`src/rtl/crystal_audio_pkg.sv`:
```
// -----------------------------------------------------------------------------
// crystal_audio_pkg
// Shared types and constants for the sound POKEY bus sequencer.
//   pokey_access_t : one buffered bus access {chip, ad, rw, data}
//   seq_state_t    : sequencer states (INIT burst, normal RUN)
//   SKCTL_ADDR     : POKEY SKCTL register address
//   init_entry()   : returns entry 0..3 of the fixed SKCTL init burst
// -----------------------------------------------------------------------------
package crystal_audio_pkg;

   // One access as captured from the CPU bus (rw: 1 = read, 0 = write).
   typedef struct packed {
      logic       chip;
      logic [3:0] ad;
      logic       rw;
      logic [7:0] data;
   } pokey_access_t;

   typedef enum logic {
      ST_INIT,
      ST_RUN
   } seq_state_t;

   localparam logic [3:0] SKCTL_ADDR       = 4'hF;
   localparam logic [7:0] INIT_CLEAR_VALUE = 8'h00;
   localparam logic [1:0] INIT_LAST_IDX    = 2'd3;

   // The burst first clears SKCTL on chip0 then chip1, and then writes the
   // final value on chip0 then chip1. Bit 0 of the index picks the chip and
   // bit 1 picks the clear or final value.
   function automatic pokey_access_t init_entry(input logic [1:0] idx,
                                                input logic [7:0] skctl);
      pokey_access_t entry;
      entry.chip = idx[0];
      entry.ad   = SKCTL_ADDR;
      entry.rw   = 1'b0;
      entry.data = idx[1] ? skctl : INIT_CLEAR_VALUE;
      return entry;
   endfunction

endpackage

```
`src/rtl/pokey_access_fifo.sv`:
```
// -----------------------------------------------------------------------------
// pokey_access_fifo
// Small circular buffer of captured CPU accesses.
//   clk, reset_n : clock, asynchronous active-low reset
//   push         : write push_data (accepted when not full, or when popping)
//   push_data    : access to store
//   pop          : remove the head entry (ignored when empty)
//   head         : oldest entry
//   full, empty  : occupancy flags
//   count        : number of valid entries
//   has_read     : at least one valid entry is a read
// -----------------------------------------------------------------------------
module pokey_access_fifo
   import crystal_audio_pkg::*;
#(
   parameter int DEPTH = 2
)
(
   input  logic                    clk,
   input  logic                    reset_n,
   input  logic                    push,
   input  pokey_access_t           push_data,
   input  logic                    pop,
   output pokey_access_t           head,
   output logic                    full,
   output logic                    empty,
   output logic [$clog2(DEPTH):0]  count,
   output logic                    has_read
);

   localparam int             PW         = $clog2(DEPTH);
   localparam logic [PW:0]    FULL_COUNT = DEPTH[PW:0];
   localparam logic [PW:0]    CNT_ONE    = 1;
   localparam logic [PW-1:0]  PTR_ONE    = 1;

   pokey_access_t  mem [DEPTH];
   logic [PW-1:0]  rd_ptr;
   logic [PW-1:0]  wr_ptr;
   logic           do_push;
   logic           do_pop;
   logic [PW-1:0]  slot;

   // A push into a full buffer is still accepted when the head leaves on the
   // same edge, so the occupancy simply stays at full.
   assign do_pop  = pop & ~empty;
   assign do_push = push & (~full | do_pop);
   assign full    = (count == FULL_COUNT);
   assign empty   = (count == '0);
   assign head    = mem[rd_ptr];

   // Pointer and occupancy bookkeeping; a simultaneous push and pop leaves
   // the count unchanged.
   always_ff @(posedge clk or negedge reset_n) begin
      if (!reset_n) begin
         rd_ptr <= '0;
         wr_ptr <= '0;
         count  <= '0;
      end else begin
         if (do_push) wr_ptr <= wr_ptr + PTR_ONE;
         if (do_pop)  rd_ptr <= rd_ptr + PTR_ONE;
         case ({do_push, do_pop})
            2'b10:   count <= count + CNT_ONE;
            2'b01:   count <= count - CNT_ONE;
            default: count <= count;
         endcase
      end
   end

   // Storage needs no reset since validity is tracked by the count.
   always_ff @(posedge clk) begin
      if (do_push) mem[wr_ptr] <= push_data;
   end

   // Scan only the occupied slots, walking forward from the head, so stale
   // entries left in free slots never raise the read flag.
   always_comb begin
      has_read = 1'b0;
      slot     = '0;
      for (int i = 0; i < DEPTH; i++) begin
         slot = rd_ptr + PW'(i);
         if (((PW+1)'(i) < count) && mem[slot].rw) has_read = 1'b1;
      end
   end

endmodule

```
`src/rtl/pokey_bus_sequencer.sv`:
```
// -----------------------------------------------------------------------------
// pokey_bus_sequencer
// Captures CPU I/O accesses to the two sound POKEYs and replays them one at a
// time onto the POKEY port, each aligned to a single ce2Hd enable. After reset
// a fixed SKCTL init burst is written to both chips first.
//   clk, reset_n   : clock, asynchronous active-low reset
//   ce2Hd          : POKEY clock enable; a launch is consumed on a ce2Hd edge
//   CIOn           : CPU I/O select (active low), access starts on its fall
//   BA, BRWn, BD   : CPU address (BA[9] chip, BA[3:0] reg), read/write, data
//   pk_cs, pk_ad   : one-hot chip select and register address to the POKEYs
//   pk_we, pk_wdata: write enable and write data to the POKEYs
//   rdt0, rdt1     : read data from POKEY 0 and POKEY 1
//   pokey_to_cpu   : last read result, held until the next read completes
//   cpu_wait       : a CPU read is buffered or launched but not yet returned
//   busy           : init burst running or accesses still buffered
//   ovf            : sticky, an access was dropped on a full buffer
// -----------------------------------------------------------------------------
module pokey_bus_sequencer
   import crystal_audio_pkg::*;
#(
   parameter int         FIFO_DEPTH = 2,
   parameter logic [7:0] INIT_SKCTL = 8'h03
)
(
   input  logic        clk,
   input  logic        reset_n,
   input  logic        ce2Hd,
   input  logic        CIOn,
   input  logic [9:0]  BA,
   input  logic        BRWn,
   input  logic [7:0]  BD,
   output logic [1:0]  pk_cs,
   output logic [3:0]  pk_ad,
   output logic        pk_we,
   output logic [7:0]  pk_wdata,
   input  logic [7:0]  rdt0,
   input  logic [7:0]  rdt1,
   output logic [7:0]  pokey_to_cpu,
   output logic        cpu_wait,
   output logic        busy,
   output logic        ovf
);

   localparam int CW = $clog2(FIFO_DEPTH) + 1;

   seq_state_t     state;
   logic [1:0]     init_idx;
   logic           cion_q;
   logic           start;
   logic           launch_active;
   logic           consume;
   logic           fifo_pop;
   logic           fifo_full;
   logic           fifo_empty;
   logic           fifo_avail;
   logic           fifo_has_read;
   logic [CW-1:0]  fifo_count;
   logic           drop;
   logic           src_valid;
   pokey_access_t  cpu_access;
   pokey_access_t  fifo_head;
   pokey_access_t  src;
   logic           unused_ba;

   // Only the chip select bit and the register nibble of the address matter.
   assign unused_ba = ^BA[8:4];

   // An access begins on the falling edge of CIOn and is captured on that
   // same clock edge.
   assign start = ~CIOn & cion_q;

   always_comb begin
      cpu_access      = '0;
      cpu_access.chip = BA[9];
      cpu_access.ad   = BA[3:0];
      cpu_access.rw   = BRWn;
      cpu_access.data = BD;
   end

   // A launch is held until a ce2Hd edge; during RUN that edge also retires
   // the head of the buffer, which stayed queued while it was on the bus.
   assign launch_active = |pk_cs;
   assign consume       = launch_active & ce2Hd;
   assign fifo_pop      = consume & (state == ST_RUN);
   assign fifo_avail    = (fifo_count != '0);
   assign drop          = start & fifo_full & ~fifo_pop;

   // The launched read is still in the buffer, so the buffer flag alone
   // covers both the queued and the in-flight reads.
   assign cpu_wait = fifo_has_read;

   // The next access to launch comes from the init table during the burst
   // and from the buffer head afterwards.
   always_comb begin
      src       = fifo_head;
      src_valid = fifo_avail;
      if (state == ST_INIT) begin
         src       = init_entry(init_idx, INIT_SKCTL);
         src_valid = 1'b1;
      end
   end

   pokey_access_fifo #(
      .DEPTH (FIFO_DEPTH)
   ) u_fifo (
      .clk       (clk),
      .reset_n   (reset_n),
      .push      (start),
      .push_data (cpu_access),
      .pop       (fifo_pop),
      .head      (fifo_head),
      .full      (fifo_full),
      .empty     (fifo_empty),
      .count     (fifo_count),
      .has_read  (fifo_has_read)
   );

   // Sequencer state, launch register and read-return register. A launch is
   // only loaded from idle, so every access is on the bus for at least one
   // full cycle and is seen by exactly one ce2Hd edge. busy is registered and
   // therefore drops one edge after the last access has been consumed.
   always_ff @(posedge clk or negedge reset_n) begin
      if (!reset_n) begin
         state        <= ST_INIT;
         init_idx     <= 2'd0;
         cion_q       <= 1'b1;
         pk_cs        <= 2'b00;
         pk_ad        <= 4'h0;
         pk_we        <= 1'b0;
         pk_wdata     <= 8'h00;
         pokey_to_cpu <= 8'h00;
         busy         <= 1'b1;
         ovf          <= 1'b0;
      end else begin
         cion_q <= CIOn;
         busy   <= (state == ST_INIT) | ~fifo_empty;
         if (drop) ovf <= 1'b1;

         if (launch_active) begin
            if (consume) begin
               pk_cs <= 2'b00;
               if (!pk_we) pokey_to_cpu <= pk_cs[1] ? rdt1 : rdt0;
               if (state == ST_INIT) begin
                  init_idx <= init_idx + 2'd1;
                  if (init_idx == INIT_LAST_IDX) state <= ST_RUN;
               end
            end
         end else if (src_valid) begin
            pk_cs    <= src.chip ? 2'b10 : 2'b01;
            pk_ad    <= src.ad;
            pk_we    <= ~src.rw;
            pk_wdata <= src.data;
         end
      end
   end

endmodule

```
`config.mk`:
```
export PLATFORM = sky130hd
export DESIGN_NAME = pokey_bus_sequencer
export DESIGN_NICKNAME = d
export VERILOG_FILES = /design/src/rtl/crystal_audio_pkg.sv /design/src/rtl/pokey_access_fifo.sv /design/src/rtl/pokey_bus_sequencer.sv
export SDC_FILE = /design/constraint.sdc
export NUM_CORES = 1
export LEC_CHECK = 0
export ABC_AREA = 1
export CELL_PAD_IN_SITES_DETAIL_PLACEMENT = 1
export CELL_PAD_IN_SITES_GLOBAL_PLACEMENT = 2
export CORE_UTILIZATION = 31
export CTS_CLUSTER_SIZE = 8
export DETAILED_ROUTE_END_ITERATION = 10
export GPL_TIMING_DRIVEN = 0
export HOLD_SLACK_MARGIN = 0.02
export PLACE_DENSITY_LB_ADDON = 0.25
export SKIP_CTS_REPAIR_TIMING = 1
export SYNTH_ARGS = -nofsm -noshare
export SYNTH_HDL_FRONTEND = slang
export SYNTH_SLANG_ARGS = --single-unit
```
`constraint.sdc`:
```
create_clock -name clk -period 2.8 [get_ports clk]
set_input_delay 0.56 -clock clk [delete_from_list [all_inputs] [get_ports clk]]
set_output_delay 0.56 -clock clk [all_outputs]
set_load 0.02 [all_outputs]
```
==> reports/results.tsv <==
stage	metric	value	unit
floorplan	start_util	0.326	
finish	final_common_cell	clkdlybuf4s50_1	
global_route	grt_usage	0.151	
timing	whs	0.302	ns
timing	setup_viol	0	
setup_path	path_max_fanout	10	
timing	rsz0062_at_grt	false	
cts	cts_inserted_buffers	9	
setup_path	path_delay_family	buffers and inverters	
yosys	synth_edf_count	28	
place	hpwlAfterDp	4030	um
finish	fillers	858	
yosys	synth_ff_type	dfrtp_1	
setup_path	required	2.24	ns
pwr	p_seq_frac	0.364	
yosys	ys_ff_latch	61	
setup_path	worstSetupEndpointType	primary output	
floorplan	die_y	92.9	um
setup_path	cp_cell_sequence	buf_2, clkinvlp_4, nand2_1, nand2_1, a22o_1, clkdlybuf4s50_1	
setup_path	critPathKind	flip-flop to primary output	
yosys	synth_cells	215	
setup_path	critPathSlowestCell	clkdlybuf4s50_1	
cts	clock_tree.buffer_depth	2	
cts	clk_latency	0.33	ns
cts	cts_root_buffer	clkbuf_8	
routing	ant_nets	0	
timing	slew_headroom	0.448	
setup_path	crit_arrival	2.02	ns
floorplan	std_cell_rows	32	
floorplan	die_area	8620	um^2
pwr	vdd_ir_drop_max	481	uV
global_route	grt_pass1_vias	1894	
place	port_buffers	59	
timing	max_freq	387	MHz
yosys	synth_cell_types	32	
yosys	syn_avg_cell_area	11.9	um^2
yosys	synthArstFlopShare	0.541	
pwr	p_per_area	1080	nW/um^2
place	dpl.cell_count	376	
routing	drt_wl_total	5760	um
setup_path	critPathBufInv	3	
global_route	grt_max_degree	34	
pwr	p_sw_frac	0.377	
cts	h-tree-depth	3	
pwr	pwr-share-comb	0.438	
timing	skew	0.00808	ns
timing	hold_violations	0	
yosys	yosys_warnings	0	
timing	worst_pin_slew	0.827	ns
finish	fin_cells	392	
cts	clk_pin_slew	0.07	ns
routing	drtIter0Drc	33	
setup_path	cpPeakStageDelay	0.53	ns
place	gp_congestion	0.674	
yosys	syn-cell-area	2560	um^2
flow_run	maxCapViolations	0	
timing	slew_viol_final	0	
finish	final_nets	328	
timing	layout_setup_ws	0.215	ns
place	pre_cts_ws	-0.153	ns
finish	drive_gt1_frac	0.155	
routing	vias	1774	
setup_path	startpoint_type	flip-flop	
worst_hold_path	holdCritPathClass	input port to async pin	
global_route	grt_overflow	0	
global_route	grt_antenna_before_repair	0	
routing	drt_pass1_iterations	2	
pwr	power.total	3.73	mW
floorplan	die_x	92.9	um
floorplan	io_pins	65	
outcome	status	complete, no violations	
pwr	p_int	2.32	mW
cts	cts.sinks	61	
setup_path	path_common_cell	nand2_1	
cts	cts_tree	done	
timing	period_needed	2.58	ns
routing	wl_per_cell	14.7	um
finish	syn_to_final_growth	35.3	%
yosys	synth_fp_nets	258	
routing	drt-vias-per-instance	4.53	
pwr	p_clk_frac	0.198	
floorplan	fp.coreArea	7850	um^2
timing	final.period_utilization	0.923	
global_route	grt_first_pass_wirelength	9560	um
finish	n_antenna_cell	0	
yosys	synth_seq_area_share	0.652	
routing	drcViolationCount	0	
pwr	p_leak	1.41	nW
pwr	switching_power	1.41	mW
finish	final_cell_mix	clkdlybuf4s50_1 (58), nand2_1 (44), dfrtp_1 (31), edfxtp_1 (28)	
==> routing by layer <==
layer | GRT usage | wire (um) | up-vias
li1 | - | - | 869
met5 | 0 | 0 | -
met4 | 0.0769 | 117 | 0
met1 | 0.185 | 2620 | 846
met3 | 0.0337 | 267 | 10
met2 | 0.250 | 2750 | 49
==> final cells by class <==
class / count / area (um^2) / share of cell area
flip-flops and latches: 61 / 1670 / 0.482
multi-input cells: 132 / 786 / 0.227
repair buffers: 59 / 586 / 0.169
clock buffers: 11 / 131 / 0.0380
well taps: 102 / 128 / 0.0369
inverters: 18 / 73.8 / 0.0213
clock inverters: 5 / 51.3 / 0.0148
plain buffers: 4 / 36.3 / 0.0105
==> per-stage QoR <==
step	instance area, um^2	util	TNS [ns]
after detailed placement	3270	0.417	-2.13
after floorplan	2560	-	0
after global routing	3460	0.441	0
final	3460	0.441	0
after CTS	3450	0.440	0
after global placement	3280	0.418	-1.31
==> synthesized netlist by cell type, types with 5 or more instances <==
master / n / area, um^2
nand3_1: 5 / 25.0
o21a_1: 8 / 60.1
o21ai_0: 12 / 60.1
or2_2: 8 / 50.1
nor2_1: 15 / 56.3
inv_1: 14 / 52.6
mux2i_1: 6 / 60.1
edfxtp_1: 28 / 841
dfrtp_1: 31 / 776
nand2_1: 44 / 165
a21oi_1: 5 / 25.0
==> registers in the layout (all words and copies together), names as in the netlist <==
register and count:
ovf 1, u_fifo.wr_ptr 1, busy 1, pk_cs 2, u_fifo.count 2, u_fifo.mem 28
pokey_to_cpu 8, u_fifo.rd_ptr 1, init_idx 2, state 1, pk_we 1, pk_ad 4
pk_wdata 8, cion_q 1
==> path summary, 6_finish.rpt <==
check	slack, ns	endpoint	startpoint	cells past startpoint
hold / removal	0.30	pokey_to_cpu[0]	reset_n	1
setup / recovery	0.22	cpu_wait	u_fifo.rd_ptr	6
min in group clk	0.47	ovf	ovf	1
hold reg to reg	0.47	ovf	ovf	1
setup reg to reg	0.58	u_fifo.mem[1][9]	u_fifo.count[0]	7
max in group asynchronous	2.00	u_fifo.wr_ptr	reset_n	1
==> logic make-up (layout without fill, tap and decap cells) <==
logic type | after synthesis | after routing | share of synthesized area
mux | 6 | 6 | 0.0235
buf+inv | 22 | 97 | 0.0416
simple gates | 81 | 81 | 0.160
flops | 61 | 61 | 0.652
compound gates | 39 | 39 | 0.0958
xor+xnor | 2 | 2 | 0.00685
fa+ha+maj | 4 | 4 | 0.0196
==> power by group through the flow <==
stage	combinational (mW)	clock (mW)	sequential, mW
floorplan	0.789	0	1.57
global placement	1.63	0	1.37
detailed placement	1.66	0	1.38
CTS	1.66	0.766	1.36
global route	1.82	0.802	1.39
finish	1.64	0.740	1.36
Note: power is estimated with default switching activity, not from simulation.
